==> src/rtl/alarm_fsm_multi.sv <==
// Alarm clock controller FSM: multi-slot alarms, entry timeout and digit-counted entry.
// Optional ALARM_FSM_DIGIT_LIMIT_EN: commit only when entry is full, and ignore digits once full.
module alarm_fsm_multi #(
  parameter int unsigned TIMEOUT_SECS = 10,
  parameter int unsigned NUM_ALARMS   = 2,
  parameter int unsigned DIGITS       = 4,
  localparam int unsigned SEL_W = (NUM_ALARMS > 1) ? $clog2(NUM_ALARMS) : 1,
  localparam int unsigned CNT_W = $clog2(DIGITS + 1)
) (
  input  logic             clock,
  input  logic             reset,
  input  logic             one_second,
  input  logic             time_button,
  input  logic             alarm_button,
  input  logic             alarm_next,
  input  logic [3:0]       key,
  output logic             load_new_a,
  output logic             show_a,
  output logic             show_new_time,
  output logic             load_new_c,
  output logic             reset_count,
  output logic             shift,
  output logic [SEL_W-1:0] alarm_sel,
  output logic [CNT_W-1:0] digit_cnt,
  output logic             time_out,
  output logic             entry_full
);

  typedef enum logic [2:0] {
    SHOW_TIME,
    KEY_STORED,
    KEY_WAITED,
    KEY_ENTRY,
    SHOW_ALARM,
    SET_ALARM_TIME,
    SET_CURRENT_TIME
  } state_t;

  localparam logic [7:0]       TO_V    = 8'(TIMEOUT_SECS);
  localparam logic [CNT_W-1:0] DIG_V   = CNT_W'(DIGITS);
  localparam logic [SEL_W-1:0] SEL_MAX = SEL_W'(NUM_ALARMS - 1);

  state_t           state_q, state_d;
  logic [7:0]       timer_q, timer_d;
  logic [CNT_W-1:0] cnt_q, cnt_d;
  logic [SEL_W-1:0] sel_q, sel_d;
  logic             is_digit;
  logic             commit_ok;
  logic             shift_ok;

  assign is_digit   = (key <= 4'd9);
  assign time_out   = (timer_q == TO_V);
  assign entry_full = (cnt_q == DIG_V);
  assign digit_cnt  = cnt_q;
  assign alarm_sel  = sel_q;

`ifdef ALARM_FSM_DIGIT_LIMIT_EN
  assign commit_ok = entry_full;
  assign shift_ok  = !entry_full;
`else
  assign commit_ok = 1'b1;
  assign shift_ok  = 1'b1;
`endif

  always_comb begin
    state_d = state_q;
    unique case (state_q)
      SHOW_TIME: begin
        if (alarm_button)  state_d = SHOW_ALARM;
        else if (is_digit) state_d = KEY_STORED;
      end
      KEY_STORED: state_d = KEY_WAITED;
      KEY_WAITED: begin
        if (!is_digit)     state_d = KEY_ENTRY;
        else if (time_out) state_d = SHOW_TIME;
      end
      KEY_ENTRY: begin
        // Gated buttons/digits are treated as absent, so a timeout can still abort.
        if (alarm_button && commit_ok)     state_d = SET_ALARM_TIME;
        else if (time_button && commit_ok) state_d = SET_CURRENT_TIME;
        else if (time_out)                 state_d = SHOW_TIME;
        else if (is_digit && shift_ok)     state_d = KEY_STORED;
      end
      SHOW_ALARM: begin
        if (!alarm_button) state_d = SHOW_TIME;
      end
      SET_ALARM_TIME:   state_d = SHOW_TIME;
      SET_CURRENT_TIME: state_d = SHOW_TIME;
      default:          state_d = SHOW_TIME;
    endcase
  end

  always_comb begin
    timer_d = '0;
    if (state_q == KEY_WAITED || state_q == KEY_ENTRY) begin
      timer_d = timer_q;
      if (one_second && timer_q != TO_V) timer_d = timer_q + 8'd1;
    end

    cnt_d = cnt_q;
    if (state_q == SHOW_TIME)                        cnt_d = '0;
    else if (state_q == KEY_STORED && cnt_q != DIG_V) cnt_d = cnt_q + 1'b1;

    sel_d = sel_q;
    if (alarm_next && (state_q == SHOW_TIME || state_q == SHOW_ALARM))
      sel_d = (sel_q >= SEL_MAX) ? '0 : sel_q + 1'b1;
  end

  always_ff @(posedge clock or posedge reset) begin
    if (reset) begin
      state_q <= SHOW_TIME;
      timer_q <= '0;
      cnt_q   <= '0;
      sel_q   <= '0;
    end else begin
      state_q <= state_d;
      timer_q <= timer_d;
      cnt_q   <= cnt_d;
      sel_q   <= sel_d;
    end
  end

  assign show_new_time = (state_q == KEY_STORED) || (state_q == KEY_WAITED) || (state_q == KEY_ENTRY);
  assign shift         = (state_q == KEY_STORED);
  assign show_a        = (state_q == SHOW_ALARM);
  assign load_new_a    = (state_q == SET_ALARM_TIME);
  assign load_new_c    = (state_q == SET_CURRENT_TIME);
  assign reset_count   = (state_q == SET_CURRENT_TIME);

endmodule

==> config.mk <==
export PLATFORM = sky130hd
export DESIGN_NAME = alarm_fsm_multi
export DESIGN_NICKNAME = d
export VERILOG_FILES = /design/src/rtl/alarm_fsm_multi.sv
export SDC_FILE = /design/constraint.sdc
export NUM_CORES = 1
export LEC_CHECK = 0
export CAP_MARGIN = 20
export CORE_AREA = 2 2 45 47
export DETAILED_ROUTE_END_ITERATION = 8
export DIE_AREA = 0 0 47 49
export PLACE_DENSITY = 0.79
export SLEW_MARGIN = 0
export SYNTH_ARGS = -nofsm -noshare
export SYNTH_HDL_FRONTEND = slang
export SYNTH_SLANG_ARGS = --single-unit
==> constraint.sdc <==
create_clock -name clock -period 2.64 [get_ports clock]
set_input_delay 0.396 -clock clock [delete_from_list [all_inputs] [get_ports clock]]
set_output_delay 0.396 -clock clock [all_outputs]
set_load 0.02 [all_outputs]
==> impl_metrics.tcl, run 1 <==
set metrics [dict create \
    outcome "completed" \
    slew_headroom 0.5972 \
    io_pins 22 \
    diodes 0 \
    startpoint_type "flip-flop" \
    cp_max_fo 4 \
    final_util 0.6039 \
    yosys.area.top_type_share 0.4304 \
    dpl.hpwl_mm 1.318 \
    drive_gt1_frac 0.05882 \
    grt_pass1_wl_mm 3.298 \
    power.leakage_uw 0.0004916 \
    p_comb_frac 0.461 \
    cp.required_ns 2.24 \
    ys_seq_elements 15 \
    viasPerCell 5.205 \
    synthArstFlopShare 1.000 \
    gp_congestion 0.7244 \
    regToRegSetupSlack_ns 1.22 \
    drt_wl_total_mm 1.789 \
    power_density_mw_per_mm2 869.5 \
    rsz0062_at_grt "false" \
    fmax_mhz 418.0 \
    post-cts-setup-buffers 0 \
    numCtsBuffers 3 \
    fin_crit_sh 0.9063 \
    timing.rr.end "state_q[0]$_DFFE_PP0P_" \
    antenna_left 0 \
    first_pass_iters 4 \
    fp.dieW_um 47 \
    drt_iter0_markers 20 \
    r2r_cells 6 \
    dr_total_vias 760 \
    die_area_mm2 0.002303 \
    grt_use_total 0.1974 \
    synthTopCellsByArea "dfrtp_1, ha_1, nand2_1" \
    period_needed_ns 2.393 \
    ctsResizeCount 0 \
    fillers 171 \
    overflow 0 \
    fp-row-count 16 \
    clock_path_buffers 2 \
    grt_pass1_vias 706 \
    yosys_most_used_dff "dfrtp_1" \
    final_nets 134 \
    synth-warning-count 0 \
    setup_viol 0 \
    finalHoldViolCount 0 \
    maxSlewViolCount 0 \
    crit_arrival_ns 2.00 \
    antenna_found_initial 0 \
    p_sw_frac 0.4277 \
    drv_cap 0 \
    synth_nets 113 \
    p_switching_uw 413.6 \
    synth.cell_area_um2 872.1 \
    syn2layout_area_growth_pct 27.55 \
    ys_types 29 \
    insertion_delay_ns 0.30 \
    worst_pin_slew_ns 0.6036 \
    path_clk_slew_ns 0.10 \
    r2r-start "timer_q[0]$_DFFE_PP0P_" \
    placed_area_mm2 0.001085 \
    drc 0 \
    die_h_um 49 \
    clock_sinks 15 \
    hold_class "input pin to asynchronous set/reset pin" \
    core_area_mm2 0.001842 \
    p_total_uw 967.2 \
    synth.avg_cell_area_um2 8.809 \
    synthCells 99 \
    grt_max_degree 16 \
    synth-edff-count 0 \
    path_class "flip-flop to output port" \
    wl_per_cell_um 12.25 \
    root_buffer "clkbuf_4" \
    cts_tree "built" \
    postCtsHoldBufs 0 \
    busiest_layer "met2" \
    synth_most_common_cell "dfrtp_1" \
    fin_area_mm2 0.001112 \
    gr-usage-met2 0.2877 \
    power.share.clock 0.145 \
    ir_drop_uv 651.6 \
    endpoint_kind "output port" \
    grt_use_met1 0.2745 \
    worst_hold_slack_ns 0.4516 \
    met3_usage 0.03704 \
    p_int_uw 553.5 \
    synthTopCellsByCount "dfrtp_1, nand2_1, nor2_1" \
    seq_power_share 0.394 \
    fin_skew_ns 0.007594 \
    numPortBuffers 20 \
    start_util 0.4735 \
    setup_tns_ns 0 \
    htree_levels 1 \
    synth-seq-area-share 0.4304 \
    yosys.area.top_type "dfrtp_1" \
]
==> kinds of logic after synthesis <==
family                     share of synthesized area
and+or+nand+nor                               0.2496
AOI/OAI and AO/OA                             0.1306
DFF                                           0.4304
buffers and inverters                        0.05882
xor gates and xnor gates                     0.05022
adders and majority gates                    0.05739
muxes                                        0.02296
==> worst max-delay path by stage <==
stage,from,end,slack [ns],cells past startpoint
finish,timer_q[0]$_DFFE_PP0P_,time_out,0.25,6
floorplan,timer_q[0]$_DFFE_PP0P_,time_out,1.18,5
detailed placement,timer_q[0]$_DFFE_PP0P_,time_out,0.58,6
CTS,timer_q[0]$_DFFE_PP0P_,time_out,0.23,6
global placement,timer_q[0]$_DFFE_PP0P_,time_out,0.62,6
global route,timer_q[0]$_DFFE_PP0P_,time_out,0.11,6
==> stage by stage <==
step                setup slack, ns  instances
finish                       0.2474        146
global route                 0.1085        146
CTS                          0.2317        146
detailed placement           0.5843        142
global placement             0.6174        142
floorplan                     1.177         99
==> power by group through the flow <==
stage	Clock, uW	Sequential [uW]	Combinational, uW
2_1_floorplan	0	366	301
3_3_place_gp	0	377	437
3_5_place_dp	0	385	447
4_1_cts	144	380	450
5_1_grt	153	395	498
6_report	140	381	445
==> layout make-up <==
| class | instances | area, um^2 | area share |
|---|---|---|---|
| inverters | 8 | 30.03 | 0.02700 |
| flip-flops and latches | 15 | 375.4 | 0.3375 |
| multi-input cells | 72 | 445.4 | 0.4004 |
| clock buffers | 3 | 22.52 | 0.02025 |
| repair buffers | 20 | 200.2 | 0.1800 |
| clock inverters | 1 | 5.005 | 0.004499 |
| well taps | 27 | 33.78 | 0.03037 |
==> sequential cells by signal (all words and copies together), names as in the netlist <==
name       cells
alarm_sel      1
timer_q        8
state_q        3
digit_cnt      3
==> metal layers <==
metal	up-vias	wire (um)
li1	376	-
met1	361	817
met2	18	853
met3	5	71
met4	0	46
met5	-	0
==> worst max-delay path: stages (launching register included) <==
cell and delay, ns:
dfrtp_1 0.43, inv_1 0.10, ha_1 0.15, and4bb_4 0.24, nand2_1 0.09, inv_1 0.08, clkdlybuf4s50_1 0.60
==> cells in the final DEF, fill, tap and decap left out <==
cell,instances
xor2_1,2
nand4_2,1
o21ai_0,7
and4bb_4,1
dfrtp_1,15
nor3_1,2
or3_1,2
o211ai_1,1
clkbuf_4,3
nand2b_1,1
ha_1,4
a32o_1,1
nor3b_1,1
a21bo_2,1
clkinv_2,1
nor2_1,12
and2_1,2
nand3_1,2
a211oi_1,1
o32ai_1,1
xnor2_1,3
clkdlybuf4s50_1,20
inv_1,8
mux2i_1,2
and3b_1,1
nand4_1,2
nand2_1,13
a21oi_1,7
nand3b_1,2
Power figures use the tool's default switching activity.
==> run 2: changes to the inputs <==
--- a/config.mk
+++ b/config.mk
@@ -10,6 +10,7 @@
 export DETAILED_ROUTE_END_ITERATION = 8
 export DIE_AREA = 0 0 47 49
 export PLACE_DENSITY = 0.79
+export REMOVE_ABC_BUFFERS = 1
 export SLEW_MARGIN = 0
 export SYNTH_ARGS = -nofsm -noshare
 export SYNTH_HDL_FRONTEND = slang
==> run 2 against run 1 <==
  * First-iteration DRC count decreased by 70%
  * Die area unchanged
  * Sequential share of layout area about the same
  * Utilization down 0.068 points
  * Non-clock buffer count stayed put
  * Largest cell class unchanged
  * Final cell count unchanged
  * Critical endpoint unchanged
  * Register-to-register slack is essentially flat
  * Clock-buffer cell count increased by 1
  * Highest routed layer unchanged
  * Sequential power about the same
  * Via count fell by 2.8%
  * Wire length fell by 3.9%
==> impl_metrics.tcl, run 2 (synthesized netlist as in run 1, its figures left out) <==
set metrics [dict create \
    drt_wl_total_mm 1.720 \
    insertion_delay_ns 0.27 \
    cts_tree "built" \
    htree_levels 1 \
    startpoint_type "flip-flop" \
    power.leakage_uw 0.0004889 \
    post-cts-setup-buffers 0 \
    outcome "completed" \
    drive_gt1_frac 0.05042 \
    core_area_mm2 0.001842 \
    numCtsBuffers 3 \
    setup_ws_ns 0.2860 \
    antenna_left 0 \
    cp_max_fo 4 \
    crit_start "timer_q[0]$_DFFE_PP0P_" \
    fmax_mhz 424.8 \
    ctsResizeCount 0 \
    grt_pass1_wl_mm 3.001 \
    setup_tns_ns 0 \
    slew_headroom 0.6134 \
    root_buffer "clkbuf_4" \
    cp_slowest_cell "clkdlybuf4s50_1" \
    ir_drop_uv 460.4 \
    cp.required_ns 2.24 \
    wl_per_cell_um 11.78 \
    rsz0062_at_grt "false" \
    postCtsHoldBufs 0 \
    crit_arrival_ns 1.96 \
    regMostFlops "timer_q" \
    worst_pin_slew_ns 0.5792 \
    fp.dieW_um 47 \
    viasPerCell 5.062 \
    layout_commonest_cell "clkdlybuf4s50_1" \
    clock_sinks 15 \
    p_total_uw 959.8 \
    grt_max_degree 16 \
    start_util 0.4735 \
    maxSlewViolCount 0 \
    largest_reg_flops 8 \
    grt_pass1_vias 702 \
    dpl.hpwl_mm 1.322 \
    dr_total_vias 739 \
    overflow 0 \
    final_nets 134 \
    hold_class "input pin to asynchronous set/reset pin" \
    finalHoldViolCount 0 \
    cp_common_cell "inv_1" \
    setup_viol 0 \
    clock_path_buffers 2 \
    path_class "flip-flop to output port" \
    io_pins 22 \
    period_needed_ns 2.354 \
    syn2layout_area_growth_pct 27.40 \
    antenna_found_initial 0 \
    die_area_mm2 0.002303 \
    path_cells "inv_1 > ha_1 > and4bb_4 > nand2_1 > inv_1 > clkdlybuf4s50_1" \
    fin_skew_ns 0.001380 \
    numPortBuffers 20 \
    final_util 0.6033 \
    endpoint_kind "output port" \
    r2r-start "timer_q[0]$_DFFE_PP0P_" \
    fp-row-count 16 \
    drv_cap 0 \
    path_clk_slew_ns 0.09 \
    preCtsSetupSlack_ns 0.6037 \
    grt_use_total 0.1780 \
    cpPeakStageDelay_ns 0.60 \
    power_density_mw_per_mm2 863.8 \
    fin_crit_sh 0.8917 \
    drc 0 \
    diodes 0 \
    die_h_um 49 \
    first_pass_iters 3 \
    final_cell_mix "clkdlybuf4s50_1, dfrtp_1, nand2_1, nor2_1, inv_1" \
    drt_iter0_markers 6 \
    gp_congestion 0.8459 \
]
run 2: cell types whose count changed in the layout (fill, tap and decap cells not counted):
cell,change
clkbuf_1,+1
clkinv_2,-1
run 2: routing by layer:
metal | vias up | track usage | share of wire
li1 | 373 | - | -
met3 | 2 | 0.03704 | 0.042
met2 | 15 | 0.2831 | 0.48
met4 | 0 | 0.06944 | 0.0064
met1 | 349 | 0.2293 | 0.47
met5 | - | 0 | 0
run 2: through the flow:
stage          hold slack [ns]  cell area [um^2]  std cells
6_report                0.4670              1111        146
3_3_place_gp            0.4626              1085        142
3_5_place_dp            0.4693              1085        142
2_1_floorplan           0.2975             850.8         95
4_1_cts                 0.4844              1111        146
5_1_grt                 0.4931              1111        146
run 2: final timing paths:
path                                     endpoint  slack [ns]  depth (start not counted)
setup reg to reg           state_q[0]$_DFFE_PP0P_        1.22                          6
hold / removal             timer_q[5]$_DFFE_PP0P_        0.47                          2
hold reg to reg             alarm_sel$_DFFE_PP0P_        0.48                          1
min in group clock          alarm_sel$_DFFE_PP0P_        0.48                          1
max in group asynchronous  timer_q[2]$_DFFE_PP0P_        1.79                          2
setup / recovery                         time_out        0.29                          6
run 2: power breakdown:
group / switching, uW / internal (uW) / leakage (uW)
Clock: 71.3 / 58.5 / 0.0000150
Sequential: 90.5 / 288 / 0.000200
Combinational: 240 / 211 / 0.000274
Total: 402 / 557 / 0.000489
run 2: critical path, delay by kind of cell, from the launching register on:
kind          cells  cell delay, ns
flops             1            0.42
buf+inv           3            0.78
fa+ha+maj         1            0.15
simple gates      2            0.33
run 2: layout make-up:
cell class	count	area, um^2
multi-input cells	72	445.4
flip-flops and latches	15	375.4
fillers	169	730.7
clock buffers	4	26.28
well taps	27	33.78
inverters	8	30.03
repair buffers	20	200.2
